**src/rtl/cs_result_buffer.sv**
```systemverilog
// Result buffer behind the sliding-window averager: drops warm-up results,
// queues the rest in a show-ahead FIFO, and counts results lost on overflow.
module cs_result_buffer #(
    parameter int DW     = 10,
    parameter int DEPTH  = 8,
    parameter int WARMUP = 8,
    parameter int CW     = 8
) (
    input  logic                       clk,
    input  logic                       reset,
    input  logic                       restart,
    input  logic                       in_valid,
    input  logic [DW-1:0]              y_in,
    input  logic                       out_ready,
    output logic                       out_valid,
    output logic [DW-1:0]              out_data,
    output logic [$clog2(DEPTH):0]     count,
    output logic                       overflow,
    output logic [CW-1:0]              drop_cnt
);

    localparam int AW = $clog2(DEPTH);
    localparam int WW = (WARMUP > 1) ? $clog2(WARMUP) : 1;
    localparam logic [WW-1:0] WARM_LAST = WW'((WARMUP > 0) ? WARMUP - 1 : 0);
    localparam logic [AW:0]   FULL      = (AW+1)'(DEPTH);

    typedef enum logic {WARM, RUN} state_t;
    localparam state_t INIT_ST = (WARMUP == 0) ? RUN : WARM;

    state_t          state_q, state_d;
    logic [WW-1:0]   warm_q, warm_d;
    logic [AW-1:0]   wr_q, wr_d, rd_q, rd_d, rd_nx;
    logic [AW:0]     count_q, count_d;
    logic [DW-1:0]   data_q, data_d;
    logic            ovf_q, ovf_d;
    logic [CW-1:0]   drop_q, drop_d;
    logic            push, pop, drop;
    logic [DW-1:0]   mem [DEPTH];

    function automatic logic [CW-1:0] sat_inc(input logic [CW-1:0] v);
        return (&v) ? v : v + 1'b1;
    endfunction

    assign rd_nx = rd_q + 1'b1;

    always_comb begin
        state_d = state_q;
        warm_d  = warm_q;
        wr_d    = wr_q;
        rd_d    = rd_q;
        count_d = count_q;
        data_d  = data_q;
        ovf_d   = ovf_q;
        drop_d  = drop_q;
        push    = 1'b0;
        pop     = 1'b0;
        drop    = 1'b0;

        if (restart) begin
            state_d = INIT_ST;
            warm_d  = '0;
            wr_d    = '0;
            rd_d    = '0;
            count_d = '0;
            ovf_d   = 1'b0;
            drop_d  = '0;
        end else begin
            pop = (count_q != '0) && out_ready;
            case (state_q)
                WARM: begin
                    if (in_valid) begin
                        warm_d = warm_q + 1'b1;
                        if (warm_q == WARM_LAST) state_d = RUN;
                    end
                end
                RUN: begin
                    if (in_valid) begin
                        if ((count_q != FULL) || pop) push = 1'b1;
                        else                          drop = 1'b1;
                    end
                end
                default: state_d = INIT_ST;
            endcase

            if (push) wr_d = wr_q + 1'b1;
            if (pop)  rd_d = rd_nx;
            if (push && !pop)      count_d = count_q + 1'b1;
            else if (pop && !push) count_d = count_q - 1'b1;

            // Keep the head register in step with mem[rd_ptr]; a push into an
            // otherwise-empty FIFO bypasses memory so first-word latency is one edge.
            if (pop) begin
                if (count_q == (AW+1)'(1)) begin
                    if (push) data_d = y_in;
                end else begin
                    data_d = mem[rd_nx];
                end
            end else if (push && (count_q == '0)) begin
                data_d = y_in;
            end

            if (drop) begin
                ovf_d  = 1'b1;
                drop_d = sat_inc(drop_q);
            end
        end
    end

    always_ff @(posedge clk or posedge reset) begin
        if (reset) begin
            state_q <= INIT_ST;
            warm_q  <= '0;
            wr_q    <= '0;
            rd_q    <= '0;
            count_q <= '0;
            data_q  <= '0;
            ovf_q   <= 1'b0;
            drop_q  <= '0;
        end else begin
            state_q <= state_d;
            warm_q  <= warm_d;
            wr_q    <= wr_d;
            rd_q    <= rd_d;
            count_q <= count_d;
            data_q  <= data_d;
            ovf_q   <= ovf_d;
            drop_q  <= drop_d;
        end
    end

    always_ff @(posedge clk) begin
        if (push) mem[wr_q] <= y_in;
    end

    assign out_valid = (count_q != '0);
    assign out_data  = data_q;
    assign count     = count_q;
    assign overflow  = ovf_q;
    assign drop_cnt  = drop_q;

endmodule

```
**config.mk**
```make
export PLATFORM = sky130hd
export DESIGN_NAME = cs_result_buffer
export DESIGN_NICKNAME = d
export VERILOG_FILES = /design/src/rtl/cs_result_buffer.sv
export SDC_FILE = /design/constraint.sdc
export NUM_CORES = 1
export LEC_CHECK = 0
export CAP_MARGIN = 5
export CORE_ASPECT_RATIO = 1.1
export CORE_UTILIZATION = 58
export DETAILED_ROUTE_END_ITERATION = 7
export PLACE_DENSITY = 0.79
export SLEW_MARGIN = 20
export SYNTH_ARGS = -nofsm -noshare
export SYNTH_HDL_FRONTEND = slang
export SYNTH_SLANG_ARGS = --single-unit
```
**constraint.sdc**
```tcl
create_clock -name clk -period 3.2 [get_ports clk]
set_input_delay 0.48 -clock clk [delete_from_list [all_inputs] [get_ports clk]]
set_output_delay 0.48 -clock clk [all_outputs]
set_load 0.01 [all_outputs]
```
==> out/qor.yml <==
run_status: "complete, no violations"
min_path_type: "in -> async"
multi_input_comb_area_sq_mm: 0.001534
reg_to_reg_start: "count[0]$_DFFE_PP0P_"
p_total_mw: 4.577
critical_path.reg2reg.endpoint: "mem[0][7]$_DFFE_PP_"
diodes: 0
fillCellCount: 482
capture_point_of_the_worst_path: "out_valid"
clk_path_buf_depth: 2
postSynth.topFlopCell: "edfxtp_1"
fin_crit_ns: 2.899
grt_start_max_net_pins: 42
layout_common_cells: "80 x edfxtp_1, 38 x nor2_1, 38 x clkdlybuf4s50_1, 33 x dfrtp_1, 32 x a31oi_1"
clock_latency_ns: 0.51
critical_path.endpoint_type: "output port"
worstPathArrival_ns: 2.42
detailedPlacementHpwl_microns: 6222
die_h_microns: 98.39
per_instance_average_area_after_synthesis_sq_um: 13.20
final-instance-count-excl-fill: 543
max_freq_ghz: 0.3450
seq_area_frac_synth: 0.6590
i_o_pin_count: 39
cts_post_setup_buffers_inserted: 0
htree_num_levels: 4
placement_rows: 34
grt-ovfl-total: 0
tritonroute_pass_1_iters: 4
die_width_microns: 89.63
area_of_the_core_region_sq_mm: 0.008040
worstSetupPathType: "reg -> out"
gpl.final_weighted_congestion: 0.7915
asyncSetResetFlopFracSynth: 0.2920
final_util: 0.7456
routed-via-count: 3326
numPlacedInstances: 511
grt.met2_usage: 0.3945
worstPathRequired_ns: 2.72
viasPerCell: 6.125
synthesis.yosys.warnings: 0
postRouteAntennaNets: 0
critical_path.max_fanout: 9
numCtsBuffers: 17
first_global_vias: 3349
ctsHoldBuffers: 0
fin_hold_ws_ns: 0.3721
placed_area_sq_mm: 0.005440
post_drt_wl_per_cell_microns: 19.18
flow.area_growth_from_synthesis_pct: 22.38
vdd_drop_max_uv: 417.9
max_cap_viol: 0
setup_slack_ns: 0.3015
layout.cells.most_common: "edfxtp_1"
clkTransAtPathRegs_ns: 0.06
power.static_leakage_nw: 2.139
skew_ns: 0.01024
setup_tns_ns: 0
fin_nets: 446
place.port_buffers: 38
final_layout_size_suffix_gt1_frac: 0.1218
cts-resized-gates: 0
busiest_layer: "met2"
global_route_wire_length_before_repair_microns: 16970
yosysUniqueCellTypes: 33
worst_reg_to_reg_cells: 7
aggregate_routed_wire_length_microns: 10410
clkSinkCount: 113
gr-usage-all-layers: 0.2651
slew_violations: 0
cp-start-kind: "flop"
gr-usage-met3: 0.08199
timing.final.hold_violations: 0
cts_tree: "yes"
startpoint: "count[0]$_DFFE_PP0P_"
r2r_slack_ns: 0.69
initial_antenna_violation_count: 0
drc_errors: 0
postLayoutCellArea_sq_mm: 0.005995
slew_headroom: 0.5688
period_share: 0.9058
ys_seq_elements: 113
finalSetupViolations: 0
ff_latch_area_sq_mm: 0.003228
globalRouteMet1Util: 0.3646
first_iter_violations: 211
initial_utilization: 0.6092
post_synth_inst_count: 371
root_cell_of_the_clock_tree: "clkbuf_8"
synth_edf_count: 80
mappedNetlistArea_sq_mm: 0.004898
synth_nets: 395
preCtsSetupSlack_ns: 0.5426
fp.dieArea_sq_mm: 0.008818
rsz0062_at_grt: "false"
power_per_cell_area_mw_per_mm2: 763.6
worstMarginPinSlew_ns: 0.6305
worst max-delay path, cell delays in order (launching register included):
cell,delay (ns)
dfrtp_1,0.46
inv_1,0.15
ha_1,0.20
or3b_1,0.54
clkdlybuf4s50_1,0.56
sequential cells by signal (all words and copies together), names as in the netlist:
register / cells
count: 4
drop_cnt: 8
mem: 80
out_data: 10
overflow: 1
rd_q: 3
state_q: 1
warm_q: 3
wr_q: 3
layout make-up:
type                       count  share of cell area
clock buffer                  20             0.07264
clock inverter                12             0.01983
inverter                       6            0.003757
multi-input combinational    229              0.2559
sequential                   113              0.5385
tap                          108             0.02254
timing repair buffer          55             0.08683
where the power goes:
group	switching, mW	internal [mW]
Combinational	0.615	0.480
Clock	0.630	1.12
Sequential	0.0748	1.66
Total	1.32	3.26
synth_stat cells, types with 5 or more instances:
cell type	number	area [sq um]
mux2i_1	23	230.2
nand3_1	18	90.09
nor2_1	38	142.6
xnor2_1	10	87.58
a31oi_1	32	200.2
xor2_1	5	43.79
nor3_1	7	35.03
edfxtp_1	80	2402
nand2_1	19	71.32
nor2b_1	21	131.4
clkbuf_1	14	52.55
a21oi_1	5	25.02
buf_2	6	30.03
a2111oi_0	20	175.2
dfrtp_1	33	825.8
ha_1	9	112.6
inv_1	6	22.52
cells by family (layout without fill, tap and decap cells):
family,after synthesis,count (layout),synth area share
adders and majority gates,9,9,0.02299
DFF,113,113,0.6590
buffers and inverters,29,93,0.02835
xor gates and xnor gates,15,15,0.02682
muxes,23,23,0.04700
and+or+nand+nor,114,114,0.1126
AOI/OAI and AO/OA,68,68,0.1032
metal layers:
layer | wire length [microns] | up-vias
li1 | - | 1514
met2 | 4991 | 150
met4 | 165 | 0
met1 | 4433 | 1644
met5 | 0 | -
met3 | 824 | 18
how the worst min path moves through the flow:
stage / start / endpoint / cells after the start
finish: reset / count[0]$_DFFE_PP0P_ / 3
global route: reset / count[0]$_DFFE_PP0P_ / 3
CTS: reset / count[0]$_DFFE_PP0P_ / 3
detailed placement: overflow$_DFFE_PP0P_ / overflow$_DFFE_PP0P_ / 2
global placement: overflow$_DFFE_PP0P_ / overflow$_DFFE_PP0P_ / 2
floorplan: warm_q[1]$_DFFE_PP0P_ / warm_q[1]$_DFFE_PP0P_ / 2
(Power assumes the default switching activity.)
